[src/rtl/pb_irq_ctrl.sv]
// PicoBlaze interrupt controller: round-robin merge of NSRC level requests into interrupt/interrupt_ack,
// with a mask port, a vector/status read port and an end-of-interrupt strobe port.
`timescale 1ns/1ps
module pb_irq_ctrl #(
  parameter logic [7:0] ADDR_MASK = 8'h10,
  parameter logic [7:0] ADDR_VEC  = 8'h11,
  parameter logic [7:0] ADDR_EOI  = 8'h12,
  parameter int         NSRC      = 4
) (
  input  logic            clk,
  input  logic            rst,
  input  logic [7:0]      address,
  input  logic [7:0]      value_in,
  input  logic            wen,
  input  logic            ren,
  input  logic [NSRC-1:0] irq_src,
  output logic [7:0]      port_out,
  output logic            interrupt,
  input  logic            interrupt_ack,
  output logic [NSRC-1:0] src_ack,
  output logic            in_service
);

  typedef enum logic [1:0] {IDLE, REQ, SERVICE} state_t;

  state_t          state, state_nxt;
  logic [NSRC-1:0] mask;
  logic [NSRC-1:0] pending;
  logic [2:0]      vec, vec_nxt;
  logic [2:0]      last, last_nxt;
  logic            irq_nxt, svc_nxt;
  logic [NSRC-1:0] ack_nxt;
  logic [2:0]      grant, grant_hi, grant_lo;
  logic            found_hi;
  logic            eoi;
  logic [7:0]      mask_ext;
  logic [7:0]      rd_nxt;
  logic            unused;

  // Reads are side-effect free, so the strobe and the data bits above NSRC carry no meaning here.
  assign unused  = ren ^ (^value_in);
  assign pending = irq_src & mask;
  assign eoi     = wen && (address == ADDR_EOI);

  // Round-robin: lowest pending index above last wins, else wrap to lowest pending overall.
  always_comb begin
    found_hi = 1'b0;
    grant_hi = '0;
    grant_lo = '0;
    for (int j = NSRC - 1; j >= 0; j--) begin
      if (pending[j]) begin
        grant_lo = 3'(j);
        if (3'(j) > last) begin
          grant_hi = 3'(j);
          found_hi = 1'b1;
        end
      end
    end
    grant = found_hi ? grant_hi : grant_lo;
  end

  always_comb begin
    state_nxt = state;
    vec_nxt   = vec;
    last_nxt  = last;
    irq_nxt   = interrupt;
    svc_nxt   = in_service;
    ack_nxt   = '0;
    case (state)
      IDLE: begin
        if (|pending) begin
          vec_nxt   = grant;
          irq_nxt   = 1'b1;
          svc_nxt   = 1'b1;
          state_nxt = REQ;
        end
      end
      REQ: begin
        if (interrupt_ack) begin
          irq_nxt = 1'b0;
          for (int i = 0; i < NSRC; i++) begin
            if (vec == 3'(i)) ack_nxt[i] = 1'b1;
          end
          state_nxt = SERVICE;
        end
      end
      SERVICE: begin
        if (eoi) begin
          last_nxt  = vec;
          svc_nxt   = 1'b0;
          state_nxt = IDLE;
        end
      end
      default: state_nxt = IDLE;
    endcase
  end

  always_comb begin
    mask_ext           = '0;
    mask_ext[NSRC-1:0] = mask;
    case (address)
      ADDR_VEC:  rd_nxt = {in_service, 4'b0000, vec};
      ADDR_MASK: rd_nxt = mask_ext;
      default:   rd_nxt = 8'h00;
    endcase
  end

  always_ff @(posedge clk or posedge rst) begin
    if (rst) begin
      state      <= IDLE;
      mask       <= '0;
      vec        <= '0;
      last       <= 3'(NSRC - 1);
      interrupt  <= 1'b0;
      src_ack    <= '0;
      in_service <= 1'b0;
      port_out   <= 8'h00;
    end else begin
      state      <= state_nxt;
      vec        <= vec_nxt;
      last       <= last_nxt;
      interrupt  <= irq_nxt;
      src_ack    <= ack_nxt;
      in_service <= svc_nxt;
      port_out   <= rd_nxt;
      if (wen && (address == ADDR_MASK)) mask <= value_in[NSRC-1:0];
    end
  end

endmodule
[config.mk]
export PLATFORM = sky130hd
export DESIGN_NAME = pb_irq_ctrl
export DESIGN_NICKNAME = d
export VERILOG_FILES = /design/src/rtl/pb_irq_ctrl.sv
export SDC_FILE = /design/constraint.sdc
export NUM_CORES = 1
export LEC_CHECK = 0
export CAP_MARGIN = 40
export CORE_MARGIN = 2
export CORE_UTILIZATION = 30
export DETAILED_ROUTE_END_ITERATION = 12
export PLACE_DENSITY = 0.67
export SLEW_MARGIN = 20
export SYNTH_ARGS = -nofsm -noshare
export SYNTH_HDL_FRONTEND = slang
export SYNTH_SLANG_ARGS = --single-unit
[constraint.sdc]
create_clock -name clk -period 1.58 [get_ports clk]
set_input_delay 0.316 -clock clk [delete_from_list [all_inputs] [get_ports clk]]
set_output_delay 0.316 -clock clk [all_outputs]
set_load 0.05 [all_outputs]
==> flow_summary.ini <==
[power]
clkPwrFrac = 0.197
p_int_mw = 0.854
switching_share = 0.336
total_power_mw = 1.29
seqPwrFrac = 0.541
switchingPower_mw = 0.431
share_comb_of_total_power = 0.262
p_per_area_mw_per_mm2 = 885
peakVddDrop_uv = 274
p_leak_nw = 0.676

[finish]
final_common_cell = buf_4
layout-area-overhead-vs-synth_pct = 48.1
fin_util = 0.472
final_cell_mix = buf_4, dfrtp_1, clkdlybuf4s50_1
layout-drive-gt1-share = 0.301
layout.cells.non_filler = 177
antennaDiodeCount = 0
fin_nets = 159

[route]
first_pass_iters = 4
drtAntennaViolNets = 0
wire_per_inst_um = 13.3
drc = 0
drtIter0Drc = 36
via_count = 823
wl_um = 2360
vias_per_cell = 4.65

[worst_setup_path]
max_stage_delay_ps = 430
cp.required_ps = 1810
cp.buffers_inverters = 2
reg2reg_slack_ps = 170
cpMaxStageDelayCell = clkdlybuf4s50_1
worstPathCellList = clkdlybuf4s50_1, nor2_2, nand2_2, buf_6, nor4_4, mux2_4
critPathKind = primary input to flip-flop
endpoint_kind = flip-flop
cpLargestDelayFamily = simple AND/OR/NAND/NOR gates
cp-start-kind = primary input
cp_max_fo = 3
arrival_ps = 1850

[status]
status = complete, but fails checks
failed_checks = negative setup slack

[placed_design]
place_inst = 169
portBuffers = 30
gp_congestion = 0.805
dp_hpwl_um = 1740

[timing]
final-hold-violation-count = 0
period_needed_ps = 1620
period_share = 1.02
fmax_mhz = 619
setup_ws_ps = -36.2
skew_ps = 2.64
setup-violations-final = 3
final_max_slew_viol_count = 0

[floorplanning]
die_w_um = 61.1
start_util = 0.318
std_cell_rows = 20
ios = 39
dieArea_mm2 = 0.00374
dieHeight_um = 61.1
coreArea_mm2 = 0.00308

[synthesis]
yosys_register_bits = 21
yosysSeqAreaShare = 0.539
syn-cell-area_um2 = 980
avgSynthCellArea_um2 = 11.0
yosysWarnings = 0
synthCells = 89
ys_types = 31

[clock_tree]
htreeDepth = 1
insertion_delay_ps = 290
cts-root-buf = clkbuf_4
path_clk_slew_ps = 110
cts_tree = yes
cts_buffer_depth = 2
cts_made_buffers = 3
clock-sinks = 21

[grt]
grt_max_degree = 22
grt.total_usage = 0.132
grt_pass1_wl_um = 3640
grt_pass1_vias = 872
grt_overflow = 0
antenna_found_initial = 0

[worst_hold_path]
worstHoldPathType = primary input to async pin

[flow_run]
cap_violations = 0
[path summary, 6_finish.rpt]
path / from / end / depth (start not counted)
setup / recovery: address[7] / last[1]$_DFFE_PP1P_ / 6
hold / removal: rst / port_out[7]$_DFF_PP0_ / 3
setup reg to reg: state[0]$_DFFE_PP0P_ / last[1]$_DFFE_PP1P_ / 3
hold reg to reg: interrupt$_DFFE_PP0P_ / interrupt$_DFFE_PP0P_ / 2
max in group asynchronous: rst / last[0]$_DFFE_PP1P_ / 3
min in group clk: interrupt$_DFFE_PP0P_ / interrupt$_DFFE_PP0P_ / 2
[worst register-to-register path, cell delays in order (launching register included)]
cell      delay (ps)
dfrtp_1          440
nand2b_1         210
nor4_4           370
mux2_4           340
[kinds of logic (layout without fill, tap and decap cells)]
logic type             after synthesis  after routing  synth area share
AO/OA/AOI/OAI                       12             12            0.0805
flip-flops                          21             21             0.539
AND/OR/NAND/NOR                     38             38             0.241
buffers and inverters                9             51            0.0460
multiplexers                         8              8            0.0894
other                                1              3           0.00383
[cell type report]
type | instances | area [um^2]
fillers | 298 | 1630
multi-input cells | 61 | 439
inverters | 5 | 18.8
flip-flops and latches | 21 | 528
well taps | 44 | 55.1
clock buffers | 4 | 26.3
repair buffers | 42 | 384
[flip-flops by register name (all words and copies together), names as in the netlist]
signal and cells:
src_ack 4, port_out 5, last 2, interrupt 1, mask 4, in_service 1, vec 2, state 2
[power groups by stage]
stage	clock network (mW)	registers, mW	logic (mW)
after floorplan	0	0.733	0.148
after global placement	0	0.697	0.327
after detailed placement	0	0.703	0.329
after CTS	0.267	0.693	0.333
after global routing	0.294	0.705	0.364
final	0.253	0.696	0.336
[synthesized netlist by cell type (all sizes together)]
| master | count | area share |
|---|---|---|
| dfstp | 2 | 0.054 |
| mux2i | 2 | 0.020 |
| nor2 | 9 | 0.034 |
| nand3 | 2 | 0.010 |
| nand4 | 2 | 0.013 |
| mux2 | 6 | 0.069 |
| clkbuf | 1 | 0.0038 |
| buf | 3 | 0.023 |
| a21oi | 1 | 0.0051 |
| nor4b | 1 | 0.024 |
| dfrtp | 19 | 0.49 |
| conb | 1 | 0.0038 |
| nor2b | 1 | 0.0064 |
| nor3 | 3 | 0.027 |
| or2 | 1 | 0.0064 |
| o21a | 1 | 0.0077 |
| and3 | 1 | 0.0064 |
| nor4 | 1 | 0.022 |
| o21ai | 5 | 0.026 |
| inv | 5 | 0.019 |
| a22oi | 1 | 0.0077 |
| nor3b | 2 | 0.015 |
| and2 | 1 | 0.0064 |
| nand2b | 4 | 0.026 |
| nand2 | 9 | 0.037 |
| a311oi | 2 | 0.018 |
| or2b | 1 | 0.0077 |
| a31oi | 1 | 0.0064 |
| a32o | 1 | 0.010 |
[routing by layer]
metal  routed length [um]  vias up  global-route usage  share of wire
li1                     -      389                   -              -
met1                  994      409               0.148           0.42
met2                 1250       23               0.240           0.53
met3                  108        2              0.0273          0.046
met4                   10        0              0.0559         0.0042
met5                    0        -                   0              0
[metrics by stage]
| stage | area, um^2 | hold WS, ps | worst slack (ps) | TNS [ps] |
|---|---|---|---|---|
| floorplan | 987 | 291 | 113 | 0 |
| CTS | 1410 | 361 | -13.9 | -33.6 |
| global placement | 1360 | 462 | -393 | -3200 |
| finish | 1450 | 354 | -36.2 | -66.1 |
| detailed placement | 1360 | 471 | -442 | -3320 |
| global route | 1450 | 368 | -55.5 | -216 |
[timing repair]
item | CTS | global route
buffers inserted | 2 | 2
setup endpoints to repair | 6 | 6
hold buffers | 0 | 0
gates resized for setup | 5 | 10
pin swaps | 4 | 4
(Power assumes the default switching activity.)
